### src/rtl/m_axi_lite_arb.sv
// Round-robin arbiter sharing one AXI4-Lite master port among NREQ single-command clients.
// The winner's command is captured at grant; done/resp_err pulse to the owner for one cycle.
module m_axi_lite_arb #(
    parameter int NREQ      = 4,
    parameter int DWIDTH    = 32,
    parameter int REG_WIDTH = 32,
    parameter int OWN_BIT   = $clog2(NREQ)
) (
    input  logic                      clk,
    input  logic                      xrst,
    input  logic [NREQ-1:0]           req_i,
    input  logic [NREQ-1:0]           we_i,
    input  logic [NREQ*REG_WIDTH-1:0] addr_i,
    input  logic [NREQ*DWIDTH-1:0]    wdata_i,
    output logic [NREQ-1:0]           done_o,
    output logic [NREQ-1:0]           resp_err_o,
    output logic [DWIDTH-1:0]         rdata_o,
    output logic                      busy_o,
    output logic [OWN_BIT-1:0]        owner_o,
    output logic                      awvalid_o,
    input  logic                      awready_i,
    output logic [REG_WIDTH-1:0]      awaddr_o,
    output logic [2:0]                awprot_o,
    output logic                      wvalid_o,
    input  logic                      wready_i,
    output logic [DWIDTH-1:0]         wdata_o,
    output logic [DWIDTH/8-1:0]       wstrb_o,
    input  logic                      bvalid_i,
    output logic                      bready_o,
    input  logic [1:0]                bresp_i,
    output logic                      arvalid_o,
    input  logic                      arready_i,
    output logic [REG_WIDTH-1:0]      araddr_o,
    output logic [2:0]                arprot_o,
    input  logic                      rvalid_i,
    output logic                      rready_o,
    input  logic [DWIDTH-1:0]         rdata_i,
    input  logic [1:0]                rresp_i
);

    typedef enum logic [2:0] {
        S_IDLE,
        S_WADDR,
        S_WRESP,
        S_RADDR,
        S_RDATA,
        S_DONE
    } state_t;

    state_t                 state_q, state_d;
    logic [OWN_BIT-1:0]     owner_q, owner_d;
    logic [OWN_BIT-1:0]     rr_q, rr_d;
    logic [REG_WIDTH-1:0]   addr_q, addr_d;
    logic [DWIDTH-1:0]      wdat_q, wdat_d;
    logic                   err_q, err_d;
    logic [DWIDTH-1:0]      rdata_q, rdata_d;
    logic                   awvalid_q, awvalid_d;
    logic                   wvalid_q, wvalid_d;
    logic                   bready_q, bready_d;
    logic                   arvalid_q, arvalid_d;
    logic                   rready_q, rready_d;

    logic [REG_WIDTH-1:0]   addr_arr  [NREQ];
    logic [DWIDTH-1:0]      wdata_arr [NREQ];
    logic                   grant_vld;
    logic [OWN_BIT-1:0]     winner;
    logic [NREQ-1:0]        owner_onehot;

    generate
        for (genvar gi = 0; gi < NREQ; gi++) begin : g_unpack
            assign addr_arr[gi]  = addr_i[gi*REG_WIDTH +: REG_WIDTH];
            assign wdata_arr[gi] = wdata_i[gi*DWIDTH +: DWIDTH];
        end
    endgenerate

    // Search starts just after the last winner so it becomes lowest priority next time.
    always_comb begin
        int idx;
        grant_vld = 1'b0;
        winner    = rr_q;
        idx       = 0;
        for (int k = 1; k <= NREQ; k++) begin
            idx = int'(rr_q) + k;
            if (idx >= NREQ) idx = idx - NREQ;
            if (!grant_vld && req_i[idx[OWN_BIT-1:0]]) begin
                grant_vld = 1'b1;
                winner    = idx[OWN_BIT-1:0];
            end
        end
    end

    always_comb begin
        state_d   = state_q;
        owner_d   = owner_q;
        rr_d      = rr_q;
        addr_d    = addr_q;
        wdat_d    = wdat_q;
        err_d     = err_q;
        rdata_d   = rdata_q;
        awvalid_d = awvalid_q;
        wvalid_d  = wvalid_q;
        bready_d  = bready_q;
        arvalid_d = arvalid_q;
        rready_d  = rready_q;
        case (state_q)
            S_IDLE: begin
                if (grant_vld) begin
                    owner_d = winner;
                    rr_d    = winner;
                    addr_d  = addr_arr[winner];
                    wdat_d  = wdata_arr[winner];
                    if (we_i[winner]) begin
                        state_d   = S_WADDR;
                        awvalid_d = 1'b1;
                        wvalid_d  = 1'b1;
                    end else begin
                        state_d   = S_RADDR;
                        arvalid_d = 1'b1;
                    end
                end
            end
            S_WADDR: begin
                if (awready_i) awvalid_d = 1'b0;
                if (wready_i)  wvalid_d  = 1'b0;
                if ((!awvalid_q || awready_i) && (!wvalid_q || wready_i)) begin
                    state_d  = S_WRESP;
                    bready_d = 1'b1;
                end
            end
            S_WRESP: begin
                if (bvalid_i) begin
                    state_d  = S_DONE;
                    bready_d = 1'b0;
                    // SLVERR and DECERR both carry resp bit 1
                    err_d    = (bresp_i & 2'b10) != 2'b00;
                end
            end
            S_RADDR: begin
                if (arready_i) begin
                    state_d   = S_RDATA;
                    arvalid_d = 1'b0;
                    rready_d  = 1'b1;
                end
            end
            S_RDATA: begin
                if (rvalid_i) begin
                    state_d  = S_DONE;
                    rready_d = 1'b0;
                    rdata_d  = rdata_i;
                    err_d    = (rresp_i & 2'b10) != 2'b00;
                end
            end
            S_DONE:  state_d = S_IDLE;
            default: state_d = S_IDLE;
        endcase
    end

    always_ff @(posedge clk or posedge xrst) begin
        if (xrst) begin
            state_q   <= S_IDLE;
            owner_q   <= '0;
            rr_q      <= OWN_BIT'(NREQ - 1);
            addr_q    <= '0;
            wdat_q    <= '0;
            err_q     <= 1'b0;
            rdata_q   <= '0;
            awvalid_q <= 1'b0;
            wvalid_q  <= 1'b0;
            bready_q  <= 1'b0;
            arvalid_q <= 1'b0;
            rready_q  <= 1'b0;
        end else begin
            state_q   <= state_d;
            owner_q   <= owner_d;
            rr_q      <= rr_d;
            addr_q    <= addr_d;
            wdat_q    <= wdat_d;
            err_q     <= err_d;
            rdata_q   <= rdata_d;
            awvalid_q <= awvalid_d;
            wvalid_q  <= wvalid_d;
            bready_q  <= bready_d;
            arvalid_q <= arvalid_d;
            rready_q  <= rready_d;
        end
    end

    assign owner_onehot = NREQ'(1) << owner_q;
    assign done_o       = (state_q == S_DONE) ? owner_onehot : '0;
    assign resp_err_o   = (state_q == S_DONE && err_q) ? owner_onehot : '0;
    assign busy_o       = (state_q != S_IDLE);
    assign owner_o      = owner_q;
    assign rdata_o      = rdata_q;

    assign awvalid_o = awvalid_q;
    assign awaddr_o  = addr_q;
    assign awprot_o  = 3'b000;
    assign wvalid_o  = wvalid_q;
    assign wdata_o   = wdat_q;
    assign wstrb_o   = '1;
    assign bready_o  = bready_q;
    assign arvalid_o = arvalid_q;
    assign araddr_o  = addr_q;
    assign arprot_o  = 3'b001;
    assign rready_o  = rready_q;

endmodule

### config.mk
export PLATFORM = sky130hd
export DESIGN_NAME = m_axi_lite_arb
export DESIGN_NICKNAME = d
export VERILOG_FILES = /design/src/rtl/m_axi_lite_arb.sv
export SDC_FILE = /design/constraint.sdc
export NUM_CORES = 1
export LEC_CHECK = 0
export CAP_MARGIN = 30
export CORE_AREA = 2 2 181 183
export CTS_CLUSTER_SIZE = 8
export DETAILED_ROUTE_END_ITERATION = 10
export DIE_AREA = 0 0 183 185
export REMOVE_ABC_BUFFERS = 1
export SLEW_MARGIN = 20
export SYNTH_ARGS = -nofsm -noshare
export SYNTH_HDL_FRONTEND = slang
export SYNTH_SLANG_ARGS = --single-unit
export TNS_END_PERCENT = 5
### constraint.sdc
create_clock -name clk -period 5.1 [get_ports clk]
set_input_delay 1.02 -clock clk [delete_from_list [all_inputs] [get_ports clk]]
set_output_delay 1.02 -clock clk [all_outputs]
set_load 0.03 [all_outputs]
==> flow_metrics.env <==
export IMPL_grt_max_degree=68
export IMPL_highest_layer="met4"
export IMPL_clk_path_buf_depth=2
export IMPL_worstMarginPinSlew_ps=884
export IMPL_antenna_found_initial=0
export IMPL_fmax_ghz=0.305
export IMPL_ctsResizeCount=0
export IMPL_cp_required_ps=4080
export IMPL_arrival_ps=2260
export IMPL_num_rows=66
export IMPL_pwr_share_comb=0.656
export IMPL_rsz0062_at_grt="false"
export IMPL_drive_gt1_frac=0.106
export IMPL_final_period_utilization=0.643
export IMPL_post_cts_buffers=0
export IMPL_grt_usage=0.144
export IMPL_hold_viol_final=0
export IMPL_synthTopCellsByArea="dfrtp_1 39%, mux2i_1 19%, o221ai_2 14%, buf_4 4.8%, mux2_1 4.1%"
export IMPL_intPower_w=0.00368
export IMPL_fillerInstances=3203
export IMPL_synth_most_common_cell="mux2i_1"
export IMPL_drtIter0Drc=189
export IMPL_final_cells=1378
export IMPL_netlist_area_mm2=0.00687
export IMPL_via_per_inst=4.33
export IMPL_diodes=0
export IMPL_dpl_worst_slack_ps=1480
export IMPL_p_leak_nw=4.79
export IMPL_dp_cells=1362
export IMPL_die_area_mm2=0.0339
export IMPL_port_buffers=448
export IMPL_met2WireLength_mm=12.7
export IMPL_cts_root_buf="clkbuf_16"
export IMPL_synth_seq_cells=109
export IMPL_clk_latency_ps=360
export IMPL_met1_length_mm=10.3
export IMPL_pwr_share_clk=0.106
export IMPL_final_max_slew_viol_count=0
export IMPL_final_net_count=1272
export IMPL_slowest_stage="clkdlybuf4s50_1"
export IMPL_gr_total_overflow=0
export IMPL_hold_path_startpoint="rdata_o[7]"
export IMPL_setup_ws_ps=1820
export IMPL_rr_worst_depth=5
export IMPL_r2r_start="state_q[0]"
export IMPL_switching_share=0.464
export IMPL_synthFlopType="dfrtp_1"
export IMPL_io_pins=461
export IMPL_yosysUniqueCellTypes=40
export IMPL_r2r_slack_ps=2530
export IMPL_crit_fanout=11
export IMPL_maxCapViolations=0
export IMPL_syn_area_per_cell_um2=11.9
export IMPL_tritoncts="built"
export IMPL_worst_setup_path_start_kind="flop"
export IMPL_synth_warnings=0
export IMPL_ys_seq_area_frac=0.397
export IMPL_crit_type="flop to output pin"
export IMPL_cts_hold_buf=0
export IMPL_die_w_um=183
export IMPL_cpPeakStageDelay_ps=710
export IMPL_cts_sinks=109
export IMPL_first_pass_iters=4
export IMPL_power_density_mw_per_mm2=593
export IMPL_clkSlewWorstSetupHoldPaths_ps=80
export IMPL_p_sw_w=0.00318
export IMPL_synth_top_area_frac=0.390
export IMPL_relSlewSlack=0.411
export IMPL_avgRoutedWirePerCell_um=18.0
export IMPL_period_needed_ps=3280
export IMPL_fin_setup_tns_ps=0
export IMPL_worstSetupEndpointType="output pin"
export IMPL_setup_violations=0
export IMPL_hold_path_class="flop to flop"
export IMPL_wirelength_mm=24.9
export IMPL_syn_inst=575
export IMPL_dp_hpwl_mm=18.8
export IMPL_status="finished clean"
export IMPL_synthArstFlopShare=1.00
export IMPL_wl_met3_mm=1.42
export IMPL_area_delta_synth_final_pct=68.4
export IMPL_grt_pass1_vias=6399
export IMPL_start_util=0.214
export IMPL_cts_buffers=9
export IMPL_core_region_area_mm2=0.0320
export IMPL_ant_nets=0
export IMPL_seqPwrFrac=0.238
export IMPL_dr_total_vias=5967
export IMPL_grt_pass1_wl_mm=37.1
export IMPL_clock_skew_ps=9.32
export IMPL_gp_congestion=0.818
export IMPL_synthTopCellsByCount="128 x mux2i_1, 107 x dfrtp_1, 74 x nand2_1"
export IMPL_hold_path_depth=1
export IMPL_die_h_um=185
export IMPL_h_tree_depth=3
export IMPL_cp_cell_sequence="nor2b_1, nand3_1, nor3_1, clkdlybuf4s50_1"
export IMPL_yosysTopAreaCell="dfrtp_1"
export IMPL_synth_edf_count=0
export IMPL_ir_drop_v=0.000319
export IMPL_drc_errors=0
export IMPL_min_to="rdata_o[7]"
export IMPL_r2r_end="wdata_o[19]"
==> metrics by stage <==
stage	total power, W	area (µm²)	utilization	hold WS, ps
after CTS	0.00696	11600	0.361	491
final	0.00686	11600	0.361	485
after floorplan	0.00452	6130	-	495
after global placement	0.00616	11300	0.351	468
after global routing	0.00728	11600	0.361	501
after detailed placement	0.00620	11300	0.352	470
==> critical path, delay by kind of cell, from the launching register on <==
family / cells / cell delay (ps)
flip-flops: 1 / 490
buffers and inverters: 1 / 710
AND/OR/NAND/NOR: 3 / 690
==> final cells by class <==
| cell class | instances | area (µm²) | area share |
|---|---|---|---|
| repair buffers | 455 | 4620 | 0.399 |
| multi-input cells | 385 | 3400 | 0.294 |
| flip-flops and latches | 109 | 2730 | 0.236 |
| well taps | 408 | 510 | 0.0441 |
| clock buffers | 12 | 236 | 0.0204 |
| clock inverters | 4 | 48.8 | 0.00422 |
| inverters | 5 | 21.3 | 0.00184 |
==> kinds of logic after synthesis <==
| group | count (synthesis) | share of synthesized area |
|---|---|---|
| DFF | 109 | 0.397 |
| and+or+nand+nor | 122 | 0.0758 |
| AOI/OAI and AO/OA | 92 | 0.169 |
| muxes | 161 | 0.242 |
| buffers and inverters | 89 | 0.114 |
| other | 2 | 0.00109 |
==> sequential cells by signal, summed over array words and instances, names as in the netlist <==
register / flops
araddr_o: 32
arvalid_o: 1
awvalid_o: 1
bready_o: 1
err_q: 1
owner_o: 2
rdata_o: 32
rr_q: 2
rready_o: 1
state_q: 3
wdata_o: 32
wvalid_o: 1
==> how the worst max path moves through the flow <==
stage | start | end | slack, ps
after CTS | state_q[1] | resp_err_o[0] | 1770
after global routing | state_q[2] | resp_err_o[0] | 1590
after global placement | req_i[3] | wdata_o[19] | 1500
after detailed placement | req_i[2] | wdata_o[8] | 1480
final | state_q[1] | resp_err_o[0] | 1820
after floorplan | req_i[3] | awvalid_o | -2000
==> power groups by stage <==
stage	combinational, W	sequential, W	clock (W)
after CTS	0.00456	0.00164	0.000759
after global routing	0.00478	0.00170	0.000800
after detailed placement	0.00456	0.00164	0
after floorplan	0.00189	0.00263	0
after global placement	0.00452	0.00164	0
final	0.00450	0.00164	0.000724
==> layer usage <==
metal,vias to the layer above,global-route usage
met5,-,0
met4,0,0.0534
met3,25,0.0309
met2,234,0.255
met1,2867,0.171
li1,2841,-
==> placed cells by master (no fill, tap or decap), types with 2 or more instances in the layout <==
cell type	Yosys	routed
clkdlybuf4s50_1	0	448
mux2i_1	128	128
dfrtp_1	107	107
nand2_1	74	74
o221ai_2	64	64
mux2_1	25	25
nor2_1	23	22
conb_1	2	10
clkbuf_16	0	9
nand2b_1	8	8
o21ai_0	8	8
mux2_2	7	7
nor2b_1	5	5
buf_12	11	5
nor3_1	4	4
inv_1	5	4
a31oi_1	4	4
o21ai_1	3	3
clkbuf_1	7	3
a21o_1	2	2
nand3_1	2	2
a21oi_1	2	2
clkinv_2	0	2
dfstp_2	2	2
Power figures use the tool's default switching activity.
==> RTL change: new RTL, config.mk and constraints unchanged <==
Set the parameter `DWIDTH` to 16 (it was 32).
--- a/src/rtl/m_axi_lite_arb.sv
+++ b/src/rtl/m_axi_lite_arb.sv
@@ -3,5 +3,5 @@
 module m_axi_lite_arb #(
     parameter int NREQ      = 4,
-    parameter int DWIDTH    = 32,
+    parameter int DWIDTH    = 16,
     parameter int REG_WIDTH = 32,
     parameter int OWN_BIT   = $clog2(NREQ)
Interface: changed (5 resized); port bits go from 461 to 347. The function was not compared with the original's and may differ.
==> RTL change against the unedited design <==
- critical endpoint unchanged
- power fell by 23%
- routed wire length fell by 30%
- die area did not move
- clock power rose by 2%
- register-to-register slack improved by 180 ps
- setup slack got worse by 48 ps
- core utilization fell by 8.3 points
- non-clock buffer count fell by 111
- area after synthesis fell by 26%
- sequential cell count fell by 32
- first-iteration DRC count fell by 47%
- sequential power fell by 28%
- cell area fell by 23%
==> RTL change: results (changes against the unedited design) <==
stage,metric,value,unit,change
critical_path,arrival time worst endpoint,2310,ps,+50 ps
cts,Skew-Pair Late Insertion Delay,340,ps,-20 ps
routing,1st-pass router iterations,4,,unchanged
routing,Routed WL,17300,µm,-30%
routing,wire per inst,14.4,µm,-20%
grt,Tot GR Track Use,9.82,%,-4.6 points
yosys,post-synthesis mux area share,34.1,%,+9.9 points
routing,met2 wire len,8900,µm,-30%
layout,layout cell share with drive strength beyond 1,12.6,%,+2.0 points
place,post-placement setup slack,1720,ps,+247 ps
yosys,top post-synthesis cells by count,"mux2i_1 (101), dfrtp_1 (75), mux2_2 (65)",,
grt,met1 Usage GRT,11.3,%,-5.8 points
cts,H-tree Lvls,3,,unchanged
grt,wire length of the first global-routing pass,25800,µm,-31%
routing,metal3 WL,1110,µm,-22%
place,post-DP HPWL,13300,µm,-29%
pwr,clk pwr,0.737,mW,+2%
grt,largest net degree at the start of global routing,87,,+28%
pwr,P_leak,3.72,nW,-22%
pwr,Max IR drop VDD,0.255,mV,-20%
cts,total CTS buffers,9,,unchanged
place,Port-buffer cells,336,,-25%
timing,Setup Skew,8.40,ps,-0.920 ps
pwr,Clk pwr share,14.0,%,+3.4 points
cts,Bufs on Longest Clock Path,2,,unchanged
grt,number of global-route vias before repair,4672,,-27%
grt,M3 GR Usage,2.40,%,-0.69 points
yosys,Synth Area in Compound Gates,8.67,%,-8.3 points
yosys,register area share after synthesis,37.7,%,-2.0 points
timing,pin slew with the least headroom to its limit,789,ps,-95.2 ps
status,status,"finished, final reports clean",,
yosys,Synth Instances,500,,-13%
routing,drt initial violations,101,,-47%
routing,WL met1,7110,µm,-31%
yosys,area share of fa/ha/maj cells after synthesis,0,%,unchanged
yosys,dominant cells by area after synthesis,"dfrtp_1 (37%), mux2i_1 (20%), mux2_2 (14%)",,
pwr,Internal Pwr Total,2.90,mW,-21%
yosys,Synth cell types,35,,-13%
layout,NumNets Final,1015,,-20%
routing,vias per inst,3.86,,-11%
place,gpl congestion,0.742,,-9.3%
place,placed insts,1185,,-13%
grt,routing usage on met2,18.0,%,-7.5 points
place,cell area after placement,0.00858,mm²,-24%
grt,"Remaining Overflow, GRT",0,,unchanged
pwr,part of the power in registers,22.4,%,-1.4 points
==> RTL change: cell count changes after synthesis, moves of 6 or more <==
| cell | unedited run | this run |
|---|---|---|
| nand2_1 | 74 | 59 |
| clkbuf_1 | 7 | 14 |
| mux2i_1 | 128 | 101 |
| o21ai_1 | 3 | 9 |
| mux2_2 | 7 | 65 |
| o21ai_0 | 8 | 50 |
| nor2_1 | 23 | 12 |
| dfrtp_1 | 107 | 75 |
| mux2_1 | 25 | 0 |
| o221ai_2 | 64 | 0 |
| buf_2 | 13 | 7 |
| buf_12 | 11 | 1 |
==> RTL change: worst paths after layout <==
| kind | startpoint | to | slack, ps | cells after the start |
|---|---|---|---|---|
| max in group asynchronous | xrst | rr_q[0]$_DFFE_PP1P_ | 2970 | 3 |
| min in group asynchronous | xrst | rdata_o[15]$_DFFE_PP0P_ | 1100 | 2 |
| setup reg to reg | rr_q[1]$_DFFE_PP1P_ | wdata_o[9]$_DFFE_PP0P_ | 2710 | 6 |
| hold / removal | wdata_o[7]$_DFFE_PP0P_ | wdata_o[7]$_DFFE_PP0P_ | 470 | 2 |
| setup / recovery | state_q[2]$_DFFE_PP0P_ | resp_err_o[0] | 1770 | 5 |
| hold reg to reg | wdata_o[7]$_DFFE_PP0P_ | wdata_o[7]$_DFFE_PP0P_ | 470 | 2 |
==> RTL change: final cells by class <==
cell class | instances | area, µm²
repair buffers | 344 | 3440
flip-flops and latches | 77 | 1930
fillers | 3372 | 23100
well taps | 408 | 510
clock inverters | 7 | 98.8
multi-input cells | 348 | 2680
inverters | 8 | 31.3
clock buffers | 9 | 225
==> RTL change: worst max-delay path: stages, from the launching register on <==
cell and delay (ps):
dfrtp_1 580, inv_1 130, nor2_1 200, nand3_1 170
nor3_1 180, clkdlybuf4s50_1 700
